File: src/rtl/VX_ecc_pkg.sv
// Shared ECC definitions: scrubber state encoding and Hamming width helpers.
package VX_ecc_pkg;

  typedef enum logic [2:0] {
    IDLE,
    RD_REQ,
    RD_WAIT,
    CHECK,
    WR_REQ,
    NEXT
  } scrub_state_e;

  function automatic int calculate_hamming_bits(input int data_bits);
    for (int m = 1; m < 31; m++) begin
      if ((1 << m) >= data_bits + m + 1) return m;
    end
    return 31;
  endfunction

  function automatic int encoded_bits(input int data_bits);
    return data_bits + calculate_hamming_bits(data_bits) + 1;
  endfunction

endpackage

File: src/rtl/VX_hamming_dec.sv
// SECDED decoder matching VX_hamming_enc; corrects singles, flags doubles.
module VX_hamming_dec
  import VX_ecc_pkg::*;
#(
  parameter int DATA_BITS = 15,
  localparam int HB = calculate_hamming_bits(DATA_BITS),
  localparam int CB = DATA_BITS + HB,
  localparam int EB = CB + 1
) (
  input  logic [EB-1:0]        data_in,
  output logic [DATA_BITS-1:0] data_out,
  output logic [HB-1:0]        syndrome,
  output logic                 corrected,
  output logic                 invalid
);

  logic [CB-1:0] code;
  logic          odd;
  logic          in_range;

  always_comb begin
    syndrome = '0;
    for (int pos = 1; pos <= CB; pos++) begin
      if (data_in[pos-1]) syndrome = syndrome ^ HB'(pos);
    end
  end

  assign odd       = ^data_in;
  assign in_range  = int'(syndrome) <= CB;
  assign corrected = odd && (syndrome != '0) && in_range;
  assign invalid   = (syndrome != '0) && !corrected;

  always_comb begin
    int j;
    code = data_in[CB-1:0];
    if (corrected) begin
      code[int'(syndrome)-1] = ~code[int'(syndrome)-1];
    end
    data_out = '0;
    j = 0;
    for (int pos = 1; pos <= CB; pos++) begin
      if ((pos & (pos - 1)) != 0) begin
        data_out[j] = code[pos-1];
        j++;
      end
    end
  end

endmodule

File: src/rtl/VX_hamming_enc.sv
// SECDED encoder: Hamming positions 1..N in bits [N-1:0], overall parity on top.
module VX_hamming_enc
  import VX_ecc_pkg::*;
#(
  parameter int DATA_BITS = 15,
  localparam int HB = calculate_hamming_bits(DATA_BITS),
  localparam int CB = DATA_BITS + HB,
  localparam int EB = CB + 1
) (
  input  logic [DATA_BITS-1:0] data_in,
  output logic [EB-1:0]        data_out
);

  logic [CB-1:0] code;

  always_comb begin
    int j;
    code = '0;
    j = 0;
    for (int pos = 1; pos <= CB; pos++) begin
      if ((pos & (pos - 1)) != 0) begin
        code[pos-1] = data_in[j];
        j++;
      end
    end
    // check bits sit at power-of-two positions and never cover each other
    for (int p = 0; p < HB; p++) begin
      for (int pos = 1; pos <= CB; pos++) begin
        if (((pos >> p) & 1) == 1 && pos != (1 << p)) begin
          code[(1<<p)-1] = code[(1<<p)-1] ^ code[pos-1];
        end
      end
    end
  end

  assign data_out = {^code, code};

endmodule

File: src/rtl/vx_ecc_scrubber.sv
// Background ECC scrubber: walks the array, repairs single errors,
// counts corrected/uncorrectable events and reports each one.
module vx_ecc_scrubber
  import VX_ecc_pkg::*;
#(
  parameter int DATA_BITS      = 15,
  parameter int HAMMING_BITS   = calculate_hamming_bits(DATA_BITS),
  parameter int ENCODED_BITS   = DATA_BITS + HAMMING_BITS + 1,
  parameter int NUM_LINES      = 64,
  parameter int ADDR_BITS      = $clog2(NUM_LINES),
  parameter int SCRUB_INTERVAL = 1024,
  parameter int CNT_BITS       = 16
) (
  input  logic                    clk,
  input  logic                    reset,
  input  logic                    enable,
  output logic                    mem_req_valid,
  output logic                    mem_req_rw,
  output logic [ADDR_BITS-1:0]    mem_req_addr,
  output logic [ENCODED_BITS-1:0] mem_req_data,
  input  logic                    mem_req_ready,
  input  logic                    mem_rsp_valid,
  input  logic [ENCODED_BITS-1:0] mem_rsp_data,
  input  logic                    core_wr_valid,
  input  logic [ADDR_BITS-1:0]    core_wr_addr,
  output logic                    err_valid,
  output logic                    err_uncorrectable,
  output logic [ADDR_BITS-1:0]    err_addr,
  output logic [CNT_BITS-1:0]     corr_count,
  output logic [CNT_BITS-1:0]     uncorr_count,
  output logic                    busy
);

  localparam int IW = $clog2(SCRUB_INTERVAL + 1);
  localparam logic [IW-1:0] ILAST = IW'(SCRUB_INTERVAL - 1);
  localparam logic [CNT_BITS-1:0] CMAX = '1;

  scrub_state_e state, state_n;

  logic [IW-1:0]           icnt;
  logic [ADDR_BITS-1:0]    addr;
  logic [ENCODED_BITS-1:0] word;
  logic                    hazard;
  logic                    hit;
  logic                    hazard_now;
  logic                    parity_only;
  logic                    fix;
  logic [DATA_BITS-1:0]    dec_data;
  logic [HAMMING_BITS-1:0] syndrome;
  logic                    dec_corr;
  logic                    dec_inv;
  logic [ENCODED_BITS-1:0] enc_word;

  VX_hamming_dec #(.DATA_BITS(DATA_BITS)) dec (
    .data_in   (word),
    .data_out  (dec_data),
    .syndrome  (syndrome),
    .corrected (dec_corr),
    .invalid   (dec_inv)
  );

  VX_hamming_enc #(.DATA_BITS(DATA_BITS)) enc (
    .data_in  (dec_data),
    .data_out (enc_word)
  );

  assign hit         = core_wr_valid && (core_wr_addr == addr);
  assign hazard_now  = hazard || hit;
  // a flipped overall-parity bit leaves the syndrome clean
  assign parity_only = (^word) && (syndrome == '0);
  assign fix         = dec_corr || parity_only;

  assign busy         = state != IDLE;
  assign mem_req_rw   = state == WR_REQ;
  assign mem_req_addr = addr;
  assign mem_req_data = (state == WR_REQ) ? enc_word : '0;

  always_comb begin
    state_n       = state;
    mem_req_valid = 1'b0;
    unique case (state)
      IDLE: begin
        if (enable && icnt == ILAST) state_n = RD_REQ;
      end
      RD_REQ: begin
        mem_req_valid = 1'b1;
        if (mem_req_ready) state_n = RD_WAIT;
      end
      RD_WAIT: begin
        if (mem_rsp_valid) state_n = CHECK;
      end
      CHECK: begin
        state_n = (fix && !hazard_now) ? WR_REQ : NEXT;
      end
      WR_REQ: begin
        mem_req_valid = !hazard;
        if (hazard || mem_req_ready) state_n = NEXT;
      end
      NEXT: begin
        state_n = IDLE;
      end
      default: state_n = IDLE;
    endcase
  end

  always_ff @(posedge clk or negedge reset) begin
    if (!reset) begin
      state             <= IDLE;
      icnt              <= '0;
      addr              <= '0;
      word              <= '0;
      hazard            <= 1'b0;
      err_valid         <= 1'b0;
      err_uncorrectable <= 1'b0;
      err_addr          <= '0;
      corr_count        <= '0;
      uncorr_count      <= '0;
    end else begin
      state     <= state_n;
      err_valid <= 1'b0;
      if (state == IDLE) begin
        icnt <= (!enable || icnt == ILAST) ? '0 : icnt + 1'b1;
      end
      if (state == RD_REQ && mem_req_ready) begin
        hazard <= hit;
      end else if (hit) begin
        hazard <= 1'b1;
      end
      if (state == RD_WAIT && mem_rsp_valid) begin
        word <= mem_rsp_data;
      end
      if (state == CHECK && (fix || dec_inv)) begin
        err_valid         <= 1'b1;
        err_uncorrectable <= dec_inv;
        err_addr          <= addr;
        if (fix && corr_count != CMAX) begin
          corr_count <= corr_count + 1'b1;
        end
        if (dec_inv && uncorr_count != CMAX) begin
          uncorr_count <= uncorr_count + 1'b1;
        end
      end
      if (state == NEXT && enable) begin
        addr <= addr + 1'b1;
      end
    end
  end

endmodule

File: config.mk
export PLATFORM = sky130hd
export DESIGN_NAME = vx_ecc_scrubber
export DESIGN_NICKNAME = d
export VERILOG_FILES = /design/src/rtl/VX_ecc_pkg.sv /design/src/rtl/VX_hamming_dec.sv /design/src/rtl/VX_hamming_enc.sv /design/src/rtl/vx_ecc_scrubber.sv
export SDC_FILE = /design/constraint.sdc
export NUM_CORES = 1
export LEC_CHECK = 0
export BUFFER_PORTS_ARGS = -buffer_cell sky130_fd_sc_hd__buf_2
export CORE_ASPECT_RATIO = 0.6
export CORE_UTILIZATION = 25
export CTS_BUF_LIST = sky130_fd_sc_hd__clkbuf_4 sky130_fd_sc_hd__clkbuf_8
export CTS_CLUSTER_SIZE = 16
export DETAILED_ROUTE_END_ITERATION = 6
export SLEW_MARGIN = 5
export SYNTH_ARGS = -nofsm -noshare
export SYNTH_HDL_FRONTEND = slang
export SYNTH_HIERARCHICAL = 1
export SYNTH_SLANG_ARGS = --single-unit
File: constraint.sdc
create_clock -name clk -period 13.6 [get_ports clk]
set_input_delay 0 -clock clk [delete_from_list [all_inputs] [get_ports clk]]
set_output_delay 0 -clock clk [all_outputs]
set_load 0.05 [all_outputs]
==> results.json <==
{
  "status": "finished clean",
  "pin_count_of_the_biggest_net_entering_global_routing": 46,
  "floorplan.rows": 43,
  "dieArea_um2": 24250,
  "grt-ovfl-total": 0,
  "layout-drive-gt1-share": 0.2817,
  "worst_hold_path.endpoint": "hazard",
  "grt_usage": 0.1238,
  "clock_root_buffer": "sky130_fd_sc_hd__clkbuf_8",
  "num-fill-cells": 2455,
  "drt_first_pass_iters": 4,
  "first_global_vias": 4301,
  "synth_top_area_share": 0.3476,
  "number_of_synthesized_flops_with_an_enable_pin": 0,
  "final-max-slew-violation-count": 0,
  "finalSetupViolCount": 0,
  "layout-area-overhead-vs-synth_pct": 20.81,
  "multi_input_area_um2": 3592,
  "max_freq_mhz": 177.7,
  "dominantRegCellSynth": "sky130_fd_sc_hd__dfrtp_1",
  "period_share": 0.4139,
  "die_y_um": 121.0,
  "post_route_ant_nets": 0,
  "synthTopCellsByCount": "82 x sky130_fd_sc_hd__dfrtp_1, 79 x sky130_fd_sc_hd__xnor2_1, 36 x sky130_fd_sc_hd__mux2_2",
  "wire_length_of_the_first_global_routing_pass_um": 23870,
  "worst_hold_path_class": "input port to flop",
  "core-area_um2": 23130,
  "antenna_found_initial": 4,
  "r2r_end": "uncorr_count[13]",
  "slew_headroom": 0.2918,
  "critical_path_peak_fanout": 8,
  "synth_area_leader_cell": "sky130_fd_sc_hd__dfrtp_1",
  "ys_async_sr_fraction": 1.000,
  "clock_tree_from_tritoncts": "yes",
  "netlist_area_um2": 5903,
  "synthesis.yosys.warnings": 6,
  "number_of_clock_sinks": 82,
  "cp-end-kind": "primary output",
  "vias": 4444,
  "worst-r2r-cell-count": 15,
  "fin_setup_tns_ns": 0,
  "netlist_instances": 567,
  "fin_worst_skew_ns": 0.007331,
  "yosys.cell_count.top_type": "sky130_fd_sc_hd__dfrtp_1",
  "post_cts.repair.setup_buffers": 0,
  "tightest_slew_ns": 1.057,
  "first_iter_violations": 221,
  "cts-root-to-sink-buffers": 2,
  "detail_route.vias_per_cell": 4.457,
  "hold_violations": 0,
  "post-route-drc-count": 0,
  "dp_hpwl_um": 11060,
  "placed_cells": 953,
  "critical_path.reg2reg.startpoint": "word[18]",
  "crit_path_start_kind": "flop",
  "numCtsBuffers": 9,
  "storage_element_area_um2": 2052,
  "detail_route.wl_per_cell_um": 14.53,
  "max_h_tree_level": 3,
  "yosys.cell_types.count": 66,
  "required_ns": 13.60,
  "cp_data_arrival_time_ns": 5.63,
  "clkTransAtPathRegs_ns": 0.09,
  "syn_avg_cell_area_um2": 10.41,
  "initial_utilization": 0.2552,
  "floorplan.io_pins": 103,
  "timing.hold.worst.start": "core_wr_valid",
  "die_w_um": 200.4,
  "placement.io_buffers": 102,
  "finalWirelength_um": 14490,
  "max-cap-violations": 0,
  "finalNetCount": 713,
  "ys_ff_latch": 82,
  "finish.cell_count_without_fillers": 997,
  "worstSkewPairLatency_ns": 0.36,
  "routabilityCongestion": 0.8858,
  "syn_nets": 607,
  "synth.top_cells.by_area": "sky130_fd_sc_hd__dfrtp_1 35%, sky130_fd_sc_hd__xnor2_1 12%, sky130_fd_sc_hd__mux2_2 6.9%",
  "min_period_ns": 5.628,
  "hold_path_depth": 4,
  "yosysSeqAreaShare": 0.3476,
  "unrepaired_setup_endpoints_after_global_routing": "false",
  "worstSetupPathType": "flop to primary output",
  "worst-r2r-setup-slack_ns": 9.18
}
[kinds of logic (layout without fill, tap and decap cells)]
| family | count (synthesis) | after routing | synth area share |
|---|---|---|---|
| mux | 55 | 55 | 0.1191 |
| compound gates | 54 | 54 | 0.06634 |
| simple gates | 190 | 190 | 0.1715 |
| buf+inv | 48 | 159 | 0.04557 |
| fa+ha+maj | 9 | 9 | 0.01844 |
| flops | 82 | 82 | 0.3476 |
| xor+xnor | 129 | 129 | 0.2315 |
| other cells | 0 | 4 | 0 |
[how the worst max path moves through the flow]
stage,start,end,slack (ns),cells after the start
floorplan,word[0],mem_req_data[20],8.91,15
global placement,word[0],mem_req_data[20],8.53,13
detailed placement,word[13],mem_req_data[20],8.38,15
CTS,word[5],mem_req_data[20],7.97,15
global route,word[13],mem_req_data[20],7.51,15
finish,word[5],mem_req_data[20],7.97,15
[metal layers]
metal | GRT usage | wire length [um]
met5 | 0 | 0
met2 | 0.1632 | 5434
met4 | 0.02290 | 104
met3 | 0.03357 | 1058
met1 | 0.1951 | 7888
[per-stage QoR]
| stage | worst slack (ns) | area, um2 | hold WS (ns) | util |
|---|---|---|---|---|
| 6_report | 7.972 | 7132 | 0.03405 | 0.3083 |
| 5_1_grt | 7.514 | 7132 | 0.03161 | 0.3083 |
| 4_1_cts | 7.967 | 7122 | 0.01272 | 0.3078 |
| 3_5_place_dp | 8.379 | 6623 | 0.01216 | 0.2863 |
| 3_3_place_gp | 8.528 | 6623 | 0.009416 | 0.2863 |
| 2_1_floorplan | 8.912 | 5903 | -0.2956 | - |
[timing repair]
action	4_1_cts	5_1_grt
hold buffers	24	0
resized for setup	0	0
hold endpoints to repair	62	0
[final cells by class]
cell class                      count  area share
Antenna cell                        4    0.001404
Clock buffer                       11     0.02123
Clock inverter                      5     0.01509
Inverter                           15    0.007895
Multi-Input combinational cell    437      0.5037
Sequential cell                    82      0.2877
Tap cell                          315     0.05526
Timing Repair Buffer              128      0.1077
[worst max-delay path, stage by stage, from the launching register on]
cell and delay (ns):
sky130_fd_sc_hd__dfrtp_1 0.51, sky130_fd_sc_hd__xnor2_1 0.29, sky130_fd_sc_hd__xnor3_1 0.49, sky130_fd_sc_hd__xnor2_1 0.57, sky130_fd_sc_hd__ha_1 0.39, sky130_fd_sc_hd__and3b_1 0.21, sky130_fd_sc_hd__o31ai_2 0.38, sky130_fd_sc_hd__nand4_1 0.30
sky130_fd_sc_hd__nor3_1 0.24, sky130_fd_sc_hd__mux2_2 0.40, sky130_fd_sc_hd__xor2_2 0.23, sky130_fd_sc_hd__xnor3_1 0.38, sky130_fd_sc_hd__xnor2_2 0.18, sky130_fd_sc_hd__xnor3_1 0.34, sky130_fd_sc_hd__and2_1 0.14, sky130_fd_sc_hd__buf_2 0.20
[flip-flops by register name (all words and copies together) (netlist names)]
| register | flops |
|---|---|
| err_uncorrectable | 1 |
| uncorr_count | 16 |
| err_valid | 1 |
| icnt | 11 |
| err_addr | 6 |
| state | 3 |
| mem_req_addr | 6 |
| hazard | 1 |
| word | 21 |
| corr_count | 16 |
[layout by cell type (no fill, tap or decap), types with 6 or more instances in the layout]
| cell | n |
|---|---|
| sky130_fd_sc_hd__ha_1 | 7 |
| sky130_fd_sc_hd__and2_1 | 26 |
| sky130_fd_sc_hd__xnor2_1 | 79 |
| sky130_fd_sc_hd__nor4_1 | 6 |
| sky130_fd_sc_hd__clkbuf_8 | 11 |
| sky130_fd_sc_hd__xnor2_2 | 6 |
| sky130_fd_sc_hd__dfrtp_1 | 82 |
| sky130_fd_sc_hd__o21ai_0 | 11 |
| sky130_fd_sc_hd__a21oi_1 | 15 |
| sky130_fd_sc_hd__mux2_4 | 6 |
| sky130_fd_sc_hd__inv_1 | 11 |
| sky130_fd_sc_hd__xor2_1 | 30 |
| sky130_fd_sc_hd__nand2_1 | 34 |
| sky130_fd_sc_hd__buf_2 | 101 |
| sky130_fd_sc_hd__nand4_1 | 14 |
| sky130_fd_sc_hd__nor2_1 | 26 |
| sky130_fd_sc_hd__nand3_1 | 20 |
| sky130_fd_sc_hd__nor3_1 | 22 |
| sky130_fd_sc_hd__dlygate4sd3_1 | 24 |
| sky130_fd_sc_hd__and3_1 | 13 |
| sky130_fd_sc_hd__xnor3_1 | 9 |
| sky130_fd_sc_hd__mux2_2 | 36 |
Power is left out: the tool's default activity adds up to more than one toggle a clock period on the data nets, which glitch-free logic cannot reach.
